<file path="src/rtl/display_scan.sv">
// display_scan: time-multiplexed driver for a 4-digit 7-segment display.
// Each digit owns a slot of DIGIT_TICKS cycles. The first BLANK_TICKS cycles
// of each slot keep every digit off so the previous pattern cannot ghost onto
// the next digit. The frame is latched once per scan at (digit 0, tick 0), so
// a display_in update never tears a frame that is already being shown.
module display_scan #(
    parameter logic [27:0] DIGIT_TICKS    = 28'd6750,
    parameter logic [27:0] BLANK_TICKS    = 28'd64,
    parameter bit          SEG_ACTIVE_LOW = 1'b1,
    parameter bit          AN_ACTIVE_LOW  = 1'b1
) (
    input  logic        clk,
    input  logic        rst,
    input  logic [27:0] display_in,
    input  logic        en,
    output logic [6:0]  seg,
    output logic [3:0]  an,
    output logic        frame_done
);

    localparam logic [27:0] LAST_TICK = DIGIT_TICKS - 28'd1;
    // Output words that mean "nothing lit" for the selected polarities; an
    // active-high pattern XORed with these gives the physical drive level.
    localparam logic [6:0]  SEG_OFF   = SEG_ACTIVE_LOW ? 7'h7F : 7'h00;
    localparam logic [3:0]  AN_OFF    = AN_ACTIVE_LOW  ? 4'hF  : 4'h0;

    logic [27:0] t_reg, t_next;
    logic [1:0]  d_reg, d_next;
    logic [27:0] frame_reg, frame_next;
    logic [6:0]  seg_next;
    logic [3:0]  an_next;
    logic        done_next;
    logic        slot_on;
    logic [6:0]  digit_pat [4];

    // Split the latched frame into one 7-bit pattern per digit.
    generate
        for (genvar gi = 0; gi < 4; gi++) begin : g_digit
            assign digit_pat[gi] = frame_reg[7*gi +: 7];
        end
    endgenerate

    // Slot phase: with no blanking interval the whole slot is ON.
    generate
        if (BLANK_TICKS == 28'd0) begin : g_no_blank
            assign slot_on = 1'b1;
        end else begin : g_blank
            assign slot_on = (t_reg >= BLANK_TICKS);
        end
    endgenerate

    // State and output registers; reset aborts the scan immediately.
    always_ff @(posedge clk or posedge rst) begin
        if (rst) begin
            t_reg      <= 28'd0;
            d_reg      <= 2'd0;
            frame_reg  <= 28'd0;
            seg        <= SEG_OFF;
            an         <= AN_OFF;
            frame_done <= 1'b0;
        end else begin
            t_reg      <= t_next;
            d_reg      <= d_next;
            frame_reg  <= frame_next;
            seg        <= seg_next;
            an         <= an_next;
            frame_done <= done_next;
        end
    end

    // Next-state: tick/digit counters and the once-per-scan frame capture.
    always_comb begin
        t_next     = t_reg + 28'd1;
        d_next     = d_reg;
        frame_next = frame_reg;
        if (t_reg == LAST_TICK) begin
            t_next = 28'd0;
            d_next = d_reg + 2'd1;
        end
        if (d_reg == 2'd0 && t_reg == 28'd0) begin
            frame_next = display_in;
        end
    end

    // Output decode: en only gates the drive, it never stalls the scan.
    always_comb begin
        seg_next  = SEG_OFF;
        an_next   = AN_OFF;
        done_next = (d_reg == 2'd3) && (t_reg == LAST_TICK);
        if (en && slot_on) begin
            seg_next = digit_pat[d_reg] ^ SEG_OFF;
            an_next  = (4'b0001 << d_reg) ^ AN_OFF;
        end
    end

endmodule

</file>
<file path="config.mk">
export PLATFORM = sky130hd
export DESIGN_NAME = display_scan
export DESIGN_NICKNAME = d
export VERILOG_FILES = /design/src/rtl/display_scan.sv
export SDC_FILE = /design/constraint.sdc
export NUM_CORES = 1
export LEC_CHECK = 0
export ABC_AREA = 1
export BUFFER_PORTS_ARGS = -buffer_cell sky130_fd_sc_hd__buf_2
export CORE_MARGIN = 8
export CORE_UTILIZATION = 33
export CTS_CLUSTER_DIAMETER = 40
export DETAILED_ROUTE_END_ITERATION = 8
export HOLD_SLACK_MARGIN = 0.02
export PLACE_DENSITY = 0.49
export SLEW_MARGIN = 0
export SYNTH_ARGS = -nofsm -noshare
export SYNTH_HDL_FRONTEND = slang
export SYNTH_SLANG_ARGS = --single-unit
</file>
<file path="constraint.sdc">
create_clock -name clk -period 2.35 [get_ports clk]
set_input_delay 0.3525 -clock clk [delete_from_list [all_inputs] [get_ports clk]]
set_output_delay 0.3525 -clock clk [all_outputs]
set_load 0.01 [all_outputs]
</file>
After elaboration in Yosys (flattened, before gate mapping)
Cells that the tools add are included.

cells by class
  add/sub/neg operators = 2
  order comparisons = 2
  equality and inequality tests = 2
  shift-type cells = 1
  multiplexer cells = 6
  bitwise logic cells = 3
  reduce and logical (&&, ||, !) cells = 5

operators with widths
  operator                                               number
  adder 28 x 1 -> 28 bit (second input constant)         1
  == test 28 x 13 -> 1 bit (second input constant)       1
  >= comparator 28 x 7 -> 1 bit (second input constant)  1
  zero test 28 bit                                       1
  two-way mux 28 bit                                     1
  two-way mux 7 bit                                      3
  binary-select mux 7 bit (select 2 bit)                 1
  inverter 7 bit                                         1
  two-way mux 4 bit                                      1
  inverter 4 bit                                         1
  << shifter 1 x 2 -> 4 bit (first input constant)       1
  >= comparator 3 bit (second input constant)            1
  logical AND 1 bit                                      3
  inverter 2 -> 3 bit                                    1
  adder 2 x 1 -> 2 bit (second input constant)           1
  == test 2 bit (second input constant)                  1
  zero test 2 bit                                        1

word-level totals
  bits in registers = 70
  input port bits = 31
  output and inout port bits = 12
  word-level logic and storage cells = 27

Depth between registers and ports, before layout
  depth after elaboration = 6
  mapped depth = 10
  mapped depth without buffers = 9

Worst setup path after synthesis
OpenSTA, ideal clock, no wires.

  path kind = register -> register
  from = reg d_reg[0]
  to = reg frame_reg[0]
  setup time = 0.066 ns
  arrival = 1.595 ns
  data required time = 2.284 ns
  slack = 0.690 ns
  cell stages (with the launch flop) = 10
  buffers on the path = 3
  clock period less this slack = 1.660 ns
  path through = dfrtp_1 inv_1 buf_2 ha_1 nand3_2 nor2_4 buf_4 buf_6 nand4_1 nand2_1

on the way
  cells in the longest elaborated chain, start to end = 2

ends and longest elaborated chain
  item                    RTL line  text
  from (decl)             28        logic [1:0] d_reg, d_next;
  from (signal assigned)  63        d_reg <= d_next;
  zero test 2 bit         80        if (d_reg == 2'd0 && t_reg == 28'd0) begin
  logical AND 1 bit       80
  to (signal assigned)    64        frame_reg <= frame_next;
  to (decl)               29        logic [27:0] frame_reg, frame_next;

Every way passes these cells.
A chain may end at the register's enable or synchronous reset.

Worst setup path after layout
  from = reg t_reg[13]
  to = reg frame_reg[16]

on the way
  cells in the longest elaborated chain, start to end = 2

ends and longest elaborated chain
  item                    RTL line  text
  from (decl)             27        logic [27:0] t_reg, t_next;
  from (signal assigned)  62        t_reg <= t_next;
  zero test 28 bit        80
  logical AND 1 bit       80

Every way passes these cells.

==> out/qor.yml <==
status: "finished, final reports clean"
drc: 0
peakVddDrop_mv: 0.323
fill_cells: 1176
yosysSeqAreaShare: 0.470
setup_tns_ns: 0
drt_pre_antenna_iters: 4
worstPathArrival_ns: 2.02
drt-total-wl_mm: 9.31
synth_nets: 527
cp.depth: 6
layout-drive-gt1-share: 0.183
async_reset_ff_frac: 1.00
die_x_um: 123
synth_top_area_frac: 0.393
cts.sinks: 70
ys.flop_type: "dfrtp_1"
finalNetCount: 573
hold_path.class: "in2async"
path_class: "reg2reg"
use_met3: 0.0299
post_cts_buffers: 0
path_common_cell: "nand2_1"
drt_iter0_drc: 250
p_total_uw: 2690
port_buffers: 42
core_area_mm2: 0.0113
cts_resized: 0
netlist_instances: 489
clk_pin_slew_ns: 0.06
synth.distinct_cells: 26
pre_cts_ws_ns: 0.541
yosysMostFrequentCell: "nand2_1"
fmaxAchievable_mhz: 555
synth_top_area_cell: "dfrtp_1"
grt_pass1_vias: 3098
ff2ff_setup_slack_ns: 0.55
leakage_uw: 0.00218
hold_buffers: 0
critPathTopFamily: "simple AND/OR/NAND/NOR gates"
worstSkewPairLatency_ns: 0.33
synth_area_mm2: 0.00376
finalWorstSetupSlack_ns: 0.549
maxSlewHeadroom: 0.724
clockRootBuffer: "clkbuf_16"
grt_use_total: 0.132
io_pins: 43
cts_tree: "built"
antenna_found_initial: 0
ys_seq_elements: 70
endpoint: "frame_reg[16]"
synthTopCellsByArea: "dfrtp_1, nand2_1, nor2_1"
die_y_um: 123
slowest_stage: "dfrtp_1"
cts_max_path_buffers: 2
num_antenna_cells: 0
timing.hold.ws_ns: 0.0828
rsz0062_at_grt: "false"
area_growth_pct: 17.0
cap_viol_max_count: 0
fin_crit_ns: 1.80
startpoint: "t_reg[13]"
drtAntennaViolNets: 0
crit_fanout: 28
globalRouteMet1Util: 0.194
synth_common_cells: "nand2_1, nor2_1, dfrtp_1"
clock_skew_ns: 0.00966
cts_htree_levels: 3
reg2reg_to: "frame_reg[16]"
rr_worst_depth: 6
grt_max_degree: 71
cts_buffers: 9
final.period_utilization: 0.766
maxSlewViolCount: 0
endpoint_kind: "flip-flop"
finalSetupViolCount: 0
worstPathCellList: "nor2_1, nand3_2, nor2_4, nand3_4, nand2_1, nand2_1"
start_util: 0.333
design.die.area_mm2: 0.0151
powerDensity_mw_per_mm2: 613
vias_per_cell: 4.61
grt.busiest_layer: "met1"
worst-path-buf-inv: 0
ys_warn_count: 0
rr_startpoint: "t_reg[13]"
worst_pin_slew_ns: 0.413
syn_area_per_cell_um2: 7.68
routabilityCongestion: 0.817
cp_data_required_time_ns: 2.57
gr-total-overflow: 0
synth-edff-count: 0
hold_viol_final: 0
vias: 3149
grt_pass1_wl_mm: 15.8
cp-start-kind: "flip-flop"
place_hpwl_mm: 6.70
wl_per_cell_um: 13.6
met2_usage: 0.187
cpPeakStageDelay_ns: 0.45
rows: 39
-- cell families (layout without fill, tap and decap cells) --
group,after synthesis,in the layout,share of synthesized area
simple gates,309,309,0.359
flops,70,70,0.470
buf+inv,67,118,0.0856
compound gates,24,24,0.0343
xor+xnor,12,12,0.0280
fa+ha+maj,7,7,0.0233
-- placed cells by master, fill, tap and decap left out, drive strengths merged --
| master | synthesis | layout |
|---|---|---|
| clkinv | 0 | 2 |
| ha | 7 | 7 |
| clkbuf | 1 | 11 |
| o21ai | 17 | 17 |
| xor2 | 10 | 10 |
| buf | 14 | 50 |
| dfrtp | 59 | 59 |
| o22ai | 7 | 7 |
| clkinvlp | 0 | 2 |
| dfstp | 11 | 11 |
| bufinv | 0 | 1 |
| nor3 | 2 | 2 |
| nand2 | 167 | 167 |
| nor2 | 86 | 86 |
| xnor2 | 2 | 2 |
| inv | 52 | 52 |
| nand3 | 24 | 24 |
| nand4 | 30 | 30 |
-- cell type report --
cell class | instances | area (µm²) | area share
tap | 143 | 179 | 0.0407
multi-input combinational | 352 | 1670 | 0.380
clock buffer | 11 | 243 | 0.0553
inverter | 52 | 195 | 0.0444
sequential | 70 | 1770 | 0.402
clock inverter | 5 | 58.8 | 0.0134
timing repair buffer | 50 | 283 | 0.0644
-- metrics by stage --
step	instance area, µm²	util	instances
after floorplan	3760	-	489
after global placement	4090	0.363	667
after detailed placement	4090	0.363	667
after CTS	4390	0.390	683
after global routing	4390	0.390	683
final	4390	0.390	683
-- worst reg2reg max path, cell delays in order, from the launching register on --
cell and delay, ns:
dfrtp_1 0.45, nor2_1 0.16, nand3_2 0.11, nor2_4 0.37, nand3_4 0.37, nand2_1 0.17, nand2_1 0.06
-- metal layers --
metal	wire length [µm]	up-vias
met5	0	-
met4	99	0
met3	462	9
met2	3960	62
met1	4790	1448
li1	-	1630
-- where the power goes --
group / leakage (µW) / internal (µW) / switching (µW) / total [µW]
Clock: 0.000142 / 850 / 517 / 1370
Combinational: 0.00118 / 33.2 / 45.9 / 79.1
Sequential: 0.000861 / 1230 / 14.1 / 1250
Total: 0.00218 / 2110 / 577 / 2690
-- how the worst min path moves through the flow --
stage	startpoint	end	slack, ns	cells past startpoint
2_1_floorplan	frame_reg[14]	frame_reg[14]	0.44	2
3_3_place_gp	frame_reg[16]	frame_reg[16]	0.45	2
3_5_place_dp	frame_reg[17]	frame_reg[17]	0.45	2
4_1_cts	rst	frame_reg[25]	0.11	3
5_1_grt	rst	t_reg[7]	0.13	3
6_report	rst	t_reg[7]	0.08	3
Power figures use the tool's default switching activity.
